**src/rtl/data_mem_pkg.sv**
```systemverilog
// rtl/data_mem_pkg.sv - shared widths and FSM state encoding for the data-memory master
package data_mem_pkg;

  localparam int ADDR_W = 8;
  localparam int DATA_W = 8;

  typedef logic [1:0] state_t;

  localparam state_t ST_IDLE = 2'd0;
  localparam state_t ST_WR   = 2'd1;
  localparam state_t ST_RD   = 2'd2;
  localparam state_t ST_RESP = 2'd3;

endpackage

```
**src/rtl/data_mem_master.sv**
```systemverilog
// rtl/data_mem_master.sv - single-outstanding data-memory master; DATA_MEM_VERIFY_EN adds write read-back verify
module data_mem_master
  import data_mem_pkg::*;
#(
  parameter int MEM_RD_LAT = 1
) (
  input  logic              clk,
  input  logic              rst_n,
  input  logic              req_valid,
  output logic              req_ready,
  input  logic              req_we,
  input  logic [ADDR_W-1:0] req_addr,
  input  logic [DATA_W-1:0] req_wdata,
  output logic              rsp_valid,
  input  logic              rsp_ready,
  output logic [DATA_W-1:0] rsp_rdata,
  output logic [ADDR_W-1:0] mem_adr,
  output logic [DATA_W-1:0] mem_datain,
  output logic              mem_w,
  output logic              mem_r,
  input  logic [DATA_W-1:0] mem_dataout,
  output logic              busy,
  output logic              vfy_err
);

  localparam logic [2:0] LAT_C = 3'(MEM_RD_LAT);

  state_t     state;
  logic [2:0] lat_cnt;

  assign req_ready = (state == ST_IDLE);
  assign busy      = (state != ST_IDLE);
  assign mem_w     = (state == ST_WR);
  assign mem_r     = (state == ST_RD);
  assign rsp_valid = (state == ST_RESP);

`ifdef DATA_MEM_VERIFY_EN
  // Set while the current RD is the read-back of a write: compare instead of responding.
  logic vfy_rd;
  logic vfy_err_q;
  assign vfy_err = vfy_err_q;
`else
  assign vfy_err = 1'b0;
`endif

  always_ff @(posedge clk or negedge rst_n) begin
    if (!rst_n) begin
      state      <= ST_IDLE;
      lat_cnt    <= 3'd0;
      rsp_rdata  <= '0;
      mem_adr    <= '0;
      mem_datain <= '0;
`ifdef DATA_MEM_VERIFY_EN
      vfy_rd     <= 1'b0;
      vfy_err_q  <= 1'b0;
`endif
    end else begin
      case (state)
        ST_IDLE: begin
          if (req_valid) begin
            mem_adr <= req_addr;
            if (req_we) begin
              mem_datain <= req_wdata;
              state      <= ST_WR;
            end else begin
              lat_cnt <= 3'd0;
              state   <= ST_RD;
`ifdef DATA_MEM_VERIFY_EN
              vfy_rd  <= 1'b0;
`endif
            end
          end
        end
        ST_WR: begin
`ifdef DATA_MEM_VERIFY_EN
          lat_cnt <= 3'd0;
          vfy_rd  <= 1'b1;
          state   <= ST_RD;
`else
          state   <= ST_IDLE;
`endif
        end
        ST_RD: begin
          if (lat_cnt == LAT_C) begin
`ifdef DATA_MEM_VERIFY_EN
            if (vfy_rd) begin
              if (mem_dataout != mem_datain) vfy_err_q <= 1'b1;
              state <= ST_IDLE;
            end else begin
              rsp_rdata <= mem_dataout;
              state     <= ST_RESP;
            end
`else
            rsp_rdata <= mem_dataout;
            state     <= ST_RESP;
`endif
          end else begin
            lat_cnt <= lat_cnt + 3'd1;
          end
        end
        ST_RESP: begin
          if (rsp_ready) state <= ST_IDLE;
        end
        default: state <= ST_IDLE;
      endcase
    end
  end

endmodule

```
**config.mk**
```make
export PLATFORM = sky130hd
export DESIGN_NAME = data_mem_master
export DESIGN_NICKNAME = d
export VERILOG_FILES = /design/src/rtl/data_mem_pkg.sv /design/src/rtl/data_mem_master.sv
export SDC_FILE = /design/constraint.sdc
export NUM_CORES = 1
export LEC_CHECK = 0
export ABC_CLOCK_PERIOD_IN_PS = 1600
export CORE_UTILIZATION = 36
export CTS_CLUSTER_DIAMETER = 150
export DETAILED_ROUTE_END_ITERATION = 16
export GPL_TIMING_DRIVEN = 0
export PLACE_DENSITY = 0.75
export SLEW_MARGIN = 20
export SYNTH_ARGS = -nofsm -noshare
export SYNTH_HDL_FRONTEND = slang
export SYNTH_SLANG_ARGS = --single-unit
```
**constraint.sdc**
```tcl
create_clock -name clk -period 1.6 [get_ports clk]
set_clock_uncertainty 0.15 [all_clocks]
set_input_delay 0.32 -clock clk [delete_from_list [all_inputs] [get_ports clk]]
set_output_delay 0.32 -clock clk [all_outputs]
set_load 0.03 [all_outputs]
```
# Word-level counts from Yosys, hierarchy flattened
# Index checks and enable logic that the tools add are counted.
classes:
  n_addsub: 1
  n_eq_ne: 9
  muxes: 9
  reduce_logical: 8
op_table:
  columns: ["cell", "count"]
  rows:
  - ["3-bit two-way mux", 3]
  - ["2-bit two-way mux", 4]
  - ["2-bit case mux with 4 select lines", 1]
  - ["2-bit != test (second input constant)", 3]
  - ["3-bit case mux with 2 select lines", 1]
  - ["3-bit AND reduction", 2]
  - ["2-bit equality test (second input constant)", 2]
  - ["2-bit by 1-bit != test with 1-bit output (second input constant)", 2]
  - ["2-bit AND reduction", 2]
  - ["4-bit AND reduction", 1]
  - ["2-bit nonzero test", 2]
  - ["3-bit by 1-bit adder with 3-bit output (second input constant)", 1]
  - ["3-bit by 1-bit equality test with 1-bit output (second input constant)", 1]
  - ["2-bit by 1-bit equality test with 1-bit output (second input constant)", 1]
  - ["2-bit logical NOT", 1]
totals:
  regBits: 29

# Logic depth before layout (Yosys ltp)
# Gate-level depths: netlist (run 1).
logic_depth:
  word_depth: 3
  ltp_mapped: 5
  depth_no_buf: 5

# Worst setup path after synthesis (run 1)
# Ideal clock, no wire load.
synth_path:
  kind: "register -> register"
  from: "register state[0]"
  to: "register mem_adr[0]"
  setup_time_ns: 0.125
  arrival_ns: 1.479
  required_ns: 1.325
  setup_slack_ns: -0.154
  stages_incl_launch_ff: 6
  path_cell_list: "dfrtp_1 -> buf_6 -> nor2_2 -> and2_1 -> buf_2 -> mux2_2"
synth_via:
  elab_chain_cells: 2
synth_rtl:
  columns: ["element", "line", "rtl"]
  rows:
  - ["start: declaration", "data_mem_master.sv:28", "state_t state;"]
  - ["start signal: assignment", "data_mem_master.sv:48", "state <= ST_IDLE;"]
  - ["start signal: assignment", "data_mem_master.sv:64", "state <= ST_WR;"]
  - ["start signal: assignment", "data_mem_master.sv:67", "state <= ST_RD;"]
  - ["2-bit logical NOT", null, null]
  - ["via req_ready", "data_mem_master.sv:10", "output logic req_ready,"]
  - ["2-bit AND reduction (no source line)", null, null]
  - ["end signal: assignment", "data_mem_master.sv:61", "mem_adr <= req_addr;"]
  - ["end: declaration", "data_mem_master.sv:17", "output logic [ADDR_W-1:0] mem_adr,"]
# The timed path passes the listed nets, and every way through them passes these cells.
# A chain may end at the register's enable or synchronous reset.

# Worst setup path in the final report (run 1)
layout_path:
  from: "register state[0]"
  to: "output busy"
layout_via:
  elab_chain_cells: 1
layout_rtl:
  columns: ["element", "line", "rtl"]
  rows:
  - ["2-bit nonzero test", "data_mem_master.sv:32", "assign busy = (state != ST_IDLE);"]
  - ["end: declaration", "data_mem_master.sv:22", "output logic busy,"]
# Every way passes these cells.

==> results.cfg, run 1 <==
[power_and_ir_drop]
ir_drop_mv = 1.02
leakage_nw = 0.996
power_density_mw_per_mm2 = 2170

[yosys]
synth_xor_area_share_pct = 0
synth-warning-count = 0
synth-edff-count = 0
synth_fa_ha_area_share_pct = 2.04
post-synth-top-area-cell = dfrtp_1
synth_area_mm2 = 0.00123
muxShareOfSynthArea_pct = 22.8
synth-seq-cells = 29
yosys.area_share.simple_pct = 9.28
postSynthCellCount = 84
synth.most_common_cell = dfrtp_1
synth_top_area_share_pct = 59.1
ys_seq_area_share_pct = 59.1
syn_nets = 115
ys_dominant_reg_cell = dfrtp_1
syn_avg_cell_area_um2 = 14.6
ys_types = 25
synth_top_family_by_area = multiplexers
synth_compound_area_share_pct = 2.96
yosys-top-cells-area = dfrtp_1, mux2_2, ha_1
synth_commonest_cells = dfrtp_1, mux2_2, nand2_1
async_flop_share_pct = 100

[detailed_routing]
drtPass1Iterations = 3
drtIter0Drc = 41
postRouteAntennaNets = 0
totalWireLength_um = 3040
via_count = 943
routed_via_density = 4.62
wl_per_cell_um = 14.9
drc = 0

[setup_path]
crit_family = flip-flops
cp.arrival_ns = 1.25
crit_chain = buf_6, nor2_4, inv_2, buf_6
cp_data_required_time_ns = 1.13
crit_path_start_kind = register
cp_num_buf_inv = 3
cp-startpoint = state[0]
end_kind = primary output
path_depth = 4
cp_max_fo = 4
cp_common_cell = buf_6
worstSetupPathType = register to primary output
max_stage_delay_ns = 0.45
r2r-start = state[0]
rr_worst_depth = 4
worst_path_max_delay_cell = dfrtp_2
r2r_slack_ns = -0.07

[sta]
worst_slack_ns = -0.119
setup_viol = 23
max_slew_margin_pct = 57.5
tightest_slew_ns = 0.637
min_period_ns = 1.72
rsz0062_at_grt = true
max_freq_mhz = 582
hold_viol_final = 0
slew_viol_final = 0
period_share_pct = 107
setup_tns_ns = -1.27

[cts]
root_buffer = clkbuf_4
cts_buffers = 5
cts_tree = done
cts_buffer_depth = 2
cts_htree_levels = 2
clk_latency_ns = 0.32
clkSinkCount = 29
clk_pin_slew_ns = 0.09

[global_routing]
grt-ovfl-total = 0
grt_pass1_vias = 968
antenna_found_initial = 0
grt_max_degree = 30
grt_pass1_wl_um = 4500
grt_use_total_pct = 17.7

[finish]
final_cells = 204
num-nets-final = 190
drive_above_1_share_pct = 41.9
final_core_util_pct = 68.2
area.growth.synth_to_final_pct = 75.2
fillers = 258
diodes = 0

[floorplan]
core_area_mm2 = 0.00315
row_count = 20
boundaryPins = 59
dieHeight_um = 60.4
start_util_pct = 38.9
dieArea_mm2 = 0.00365
die_w_um = 60.4

[min_path]
hold_path.startpoint = mem_datain[3]
min_path_cells = 1
hold_class = register to register

[place]
hpwl_um = 1970
dp.cells = 185
io_buffers = 57
globalplace.congestion = 0.707

[job]
cap_violations = 0

[status]
outcome = finished, violations left
violations = setup timing
-- flip-flops by register name, indices dropped and copies added (netlist names) --
name / count
lat_cnt: 3
state: 2
mem_datain: 8
rsp_rdata: 8
mem_adr: 8
-- through the flow --
stage	setup WS, ns	hold slack (ns)	total power, mW	instance area (µm²)
6_report	-0.119	0.360	4.67	2150
5_1_grt	-0.164	0.377	4.92	2150
4_1_cts	-0.186	0.353	4.66	2150
3_5_place_dp	-0.322	0.219	3.96	1930
3_3_place_gp	-0.349	0.318	3.89	1940
2_1_floorplan	-0.0611	-0.126	2.96	1310
-- repair_timing --
| action | in CTS | in global routing |
|---|---|---|
| hold buffers | 1 | 0 |
| resized for setup | 74 | 19 |
| endpoints found under the setup margin | 39 | 44 |
| setup buffers | 13 | 0 |
| pin swaps | 2 | 4 |
| endpoints found under the hold margin | 29 | 0 |
-- layer usage --
| layer | GRT usage [%] | up-vias | routed length, µm |
|---|---|---|---|
| met4 | 6.98 | 0 | 59 |
| met1 | 20.4 | 457 | 1290 |
| met2 | 30.6 | 41 | 1500 |
| met5 | 0 | - | 0 |
| li1 | - | 439 | - |
| met3 | 5.76 | 6 | 192 |
-- final timing paths --
kind                                  to
max                                 busy
max in group asynchronous     lat_cnt[0]
min in group asynchronous   rsp_rdata[3]
max reg2reg                   lat_cnt[0]
min                        mem_datain[3]
min reg2reg                mem_datain[3]
-- kinds of logic after synthesis --
logic type / after synthesis
AO/OA/AOI/OAI: 5
adder cells (fa/ha/maj): 2
buffers and inverters: 6
flip-flops: 29
multiplexers: 25
other: 1
AND/OR/NAND/NOR: 16
-- where the power goes --
group	switching [mW]	internal [mW]
registers	0.230	1.11
clock network	0.251	0.254
logic	1.41	1.41
total	1.89	2.78
-- layout make-up --
type	count	area, µm²	share of cell area (%)
well taps	44	55.1	2.56
inverters	2	7.51	0.349
clock inverters	1	5.00	0.233
clock buffers	7	65.1	3.03
flip-flops and latches	29	729	33.9
multi-input cells	49	596	27.7
repair buffers	70	671	31.2
plain buffers	2	22.5	1.05
-- layout by cell type, fill, tap and decap left out, drive strengths merged, types with 2 or more instances in the layout --
cell / n
clkbuf: 7
buf: 20
dlygate4sd2: 12
clkdlybuf4s50: 27
clkdlybuf4s15: 12
nand2b: 2
ha: 2
and2: 2
inv: 2
nor2b: 2
nand2: 3
mux2: 24
dfrtp: 29
nand3b: 2
Note: power is estimated with default switching activity, not from simulation.
==> run 2, diff against run 1 <==
--- a/config.mk
+++ b/config.mk
@@ -8,6 +8,7 @@
 export ABC_CLOCK_PERIOD_IN_PS = 1600
 export CORE_UTILIZATION = 36
 export CTS_CLUSTER_DIAMETER = 150
+export CTS_CLUSTER_SIZE = 20
 export DETAILED_ROUTE_END_ITERATION = 16
 export GPL_TIMING_DRIVEN = 0
 export PLACE_DENSITY = 0.75
==> results of run 2 <==
No change in the layout: final DEF, timing and power equal those of run 1.
==> run 3, diff against run 2 <==
--- a/config.mk
+++ b/config.mk
@@ -6,12 +6,13 @@
 export NUM_CORES = 1
 export LEC_CHECK = 0
 export ABC_CLOCK_PERIOD_IN_PS = 1600
-export CORE_UTILIZATION = 36
+export CORE_UTILIZATION = 37
+export CTS_BUF_LIST = sky130_fd_sc_hd__clkbuf_4
 export CTS_CLUSTER_DIAMETER = 150
 export CTS_CLUSTER_SIZE = 20
 export DETAILED_ROUTE_END_ITERATION = 16
 export GPL_TIMING_DRIVEN = 0
-export PLACE_DENSITY = 0.75
+export PLACE_DENSITY = 0.77
 export SLEW_MARGIN = 20
 export SYNTH_ARGS = -nofsm -noshare
 export SYNTH_HDL_FRONTEND = slang
==> results.cfg, run 3 (synthesized netlist as in run 1, its figures left out) <==
[place]
dp.cells = 185
io_buffers = 57
place_area_mm2 = 0.00193
globalplace.congestion = 0.643
hpwl_um = 1880
dp_slack_ns = -0.316

[sta]
slew_viol_final = 0
period_share_pct = 103
setup_tns_ns = -0.542
tightest_slew_ns = 0.624
max_slew_margin_pct = 58.4
hold_viol_final = 0
rsz0062_at_grt = true
worst_slack_ns = -0.0536
max_freq_mhz = 605
min_period_ns = 1.65
setup_viol = 20

[status]
violations = setup timing
outcome = finished, violations left

[detailed_routing]
drtIter0Drc = 22
routed_via_density = 4.61
wl_per_cell_um = 14.1
postRouteAntennaNets = 0
totalWireLength_um = 2870
via_count = 941
drc = 0
drtPass1Iterations = 4

[setup_path]
end_kind = primary output
crit_chain = buf_6, nor2_4, inv_2, buf_6
cp_max_fo = 4
r2r_end = rsp_rdata[3]
cp-startpoint = state[0]
r2r_slack_ns = -0.04
rr_worst_depth = 5
crit_family = flip-flops
crit_path_start_kind = register
cp.arrival_ns = 1.18
max_stage_delay_ns = 0.45
worstSetupPathType = register to primary output
worst_path_max_delay_cell = dfrtp_2
crit_path_end = busy
path_depth = 4
cp_num_buf_inv = 3
cp_common_cell = buf_6
cp_data_required_time_ns = 1.13
r2r-start = state[0]

[cts]
root_buffer = clkbuf_4
cts_buffers = 5
clkSinkCount = 29
cts_htree_levels = 2
clk_latency_ns = 0.31
cts_tree = done
cts_buffer_depth = 2
clk_pin_slew_ns = 0.08

[finish]
fin_area_mm2 = 0.00211
layout_common_cells = clkdlybuf4s50_1, dfrtp_1, mux2_4
num-nets-final = 191
final_cells = 204
multi_input_area_um2 = 583
area.growth.synth_to_final_pct = 72.3
final_core_util_pct = 68.1
reg_top3 = mem_adr (8), mem_datain (8), rsp_rdata (8)
drive_above_1_share_pct = 40.6
seq_area_um2 = 728
fillers = 247
diodes = 0

[power_and_ir_drop]
p_clk_share_pct = 8.8
power_density_mw_per_mm2 = 2140
internal-power_mw = 2.68
sw_frac_of_total_pct = 40.7
power.switching_mw = 1.84
ir_drop_mv = 0.952
power_frac_seq_pct = 30.0
leakage_nw = 0.989
combPwrFrac_pct = 61.2

[floorplan]
row_count = 20
core_area_mm2 = 0.00310
die_w_um = 59.6
start_util_pct = 39.6
dieHeight_um = 59.6
dieArea_mm2 = 0.00355
boundaryPins = 59

[min_path]
min_path_cells = 1
hold_class = register to register

[global_routing]
grt_max_degree = 30
antenna_found_initial = 0
grt_pass1_wl_um = 4310
grt-ovfl-total = 0
grt_use_total_pct = 17.3
grt_pass1_vias = 940

[job]
cap_violations = 0
[run 3: layout make-up]
class | instances | share of cell area [%]
clock buffer | 6 | 2.13
multi-input combinational | 49 | 27.6
clock inverter | 1 | 0.178
sequential | 29 | 34.4
tap | 44 | 2.60
timing repair buffer | 71 | 31.7
buffer | 2 | 1.07
inverter | 2 | 0.355
[run 3: how the worst min path moves through the flow]
stage	slack (ns)	to	from
final	0.36	lat_cnt[2]	lat_cnt[2]
after detailed placement	0.22	rsp_rdata[0]	rst_n
after CTS	0.36	lat_cnt[2]	lat_cnt[2]
after global routing	0.37	lat_cnt[2]	lat_cnt[2]
after global placement	0.32	mem_datain[3]	mem_datain[3]
after floorplan	-0.13	lat_cnt[0]	rst_n
[run 3: worst reg2reg max path, cell delays in order, from the launching register on]
cell     delay [ns]
dfrtp_2        0.45
buf_6          0.13
buf_6          0.11
nor3b_4        0.22
buf_12         0.16
mux2_4         0.30
[run 3: per-layer routing]
layer	wire length, µm	vias to the layer above	GRT usage, %
li1	-	438	-
met5	0	-	0
met3	259	7	6.55
met2	1370	51	28.4
met4	52	0	8.97
met1	1190	445	19.6
[run 3: metrics by stage]
| stage | power (mW) | hold slack (ns) |
|---|---|---|
| 2_1_floorplan | 2.96 | -0.126 |
| 3_3_place_gp | 3.88 | 0.317 |
| 3_5_place_dp | 3.95 | 0.219 |
| 4_1_cts | 4.50 | 0.356 |
| 5_1_grt | 4.78 | 0.373 |
| 6_report | 4.52 | 0.355 |
[run 3: timing repair]
item	in CTS	in global routing
hold endpoints to repair	29	0
setup buffers	10	3
hold buffers	1	0
gates resized for setup	73	13
pin swaps	4	1
endpoints found under the setup margin	39	38
[run 3: power groups by stage]
stage | Combinational (mW) | Sequential (mW) | Clock (mW)
floorplan | 1.01 | 1.95 | 0
global placement | 2.56 | 1.33 | 0
detailed placement | 2.61 | 1.35 | 0
CTS | 2.75 | 1.33 | 0.422
global route | 2.92 | 1.40 | 0.462
finish | 2.76 | 1.35 | 0.399
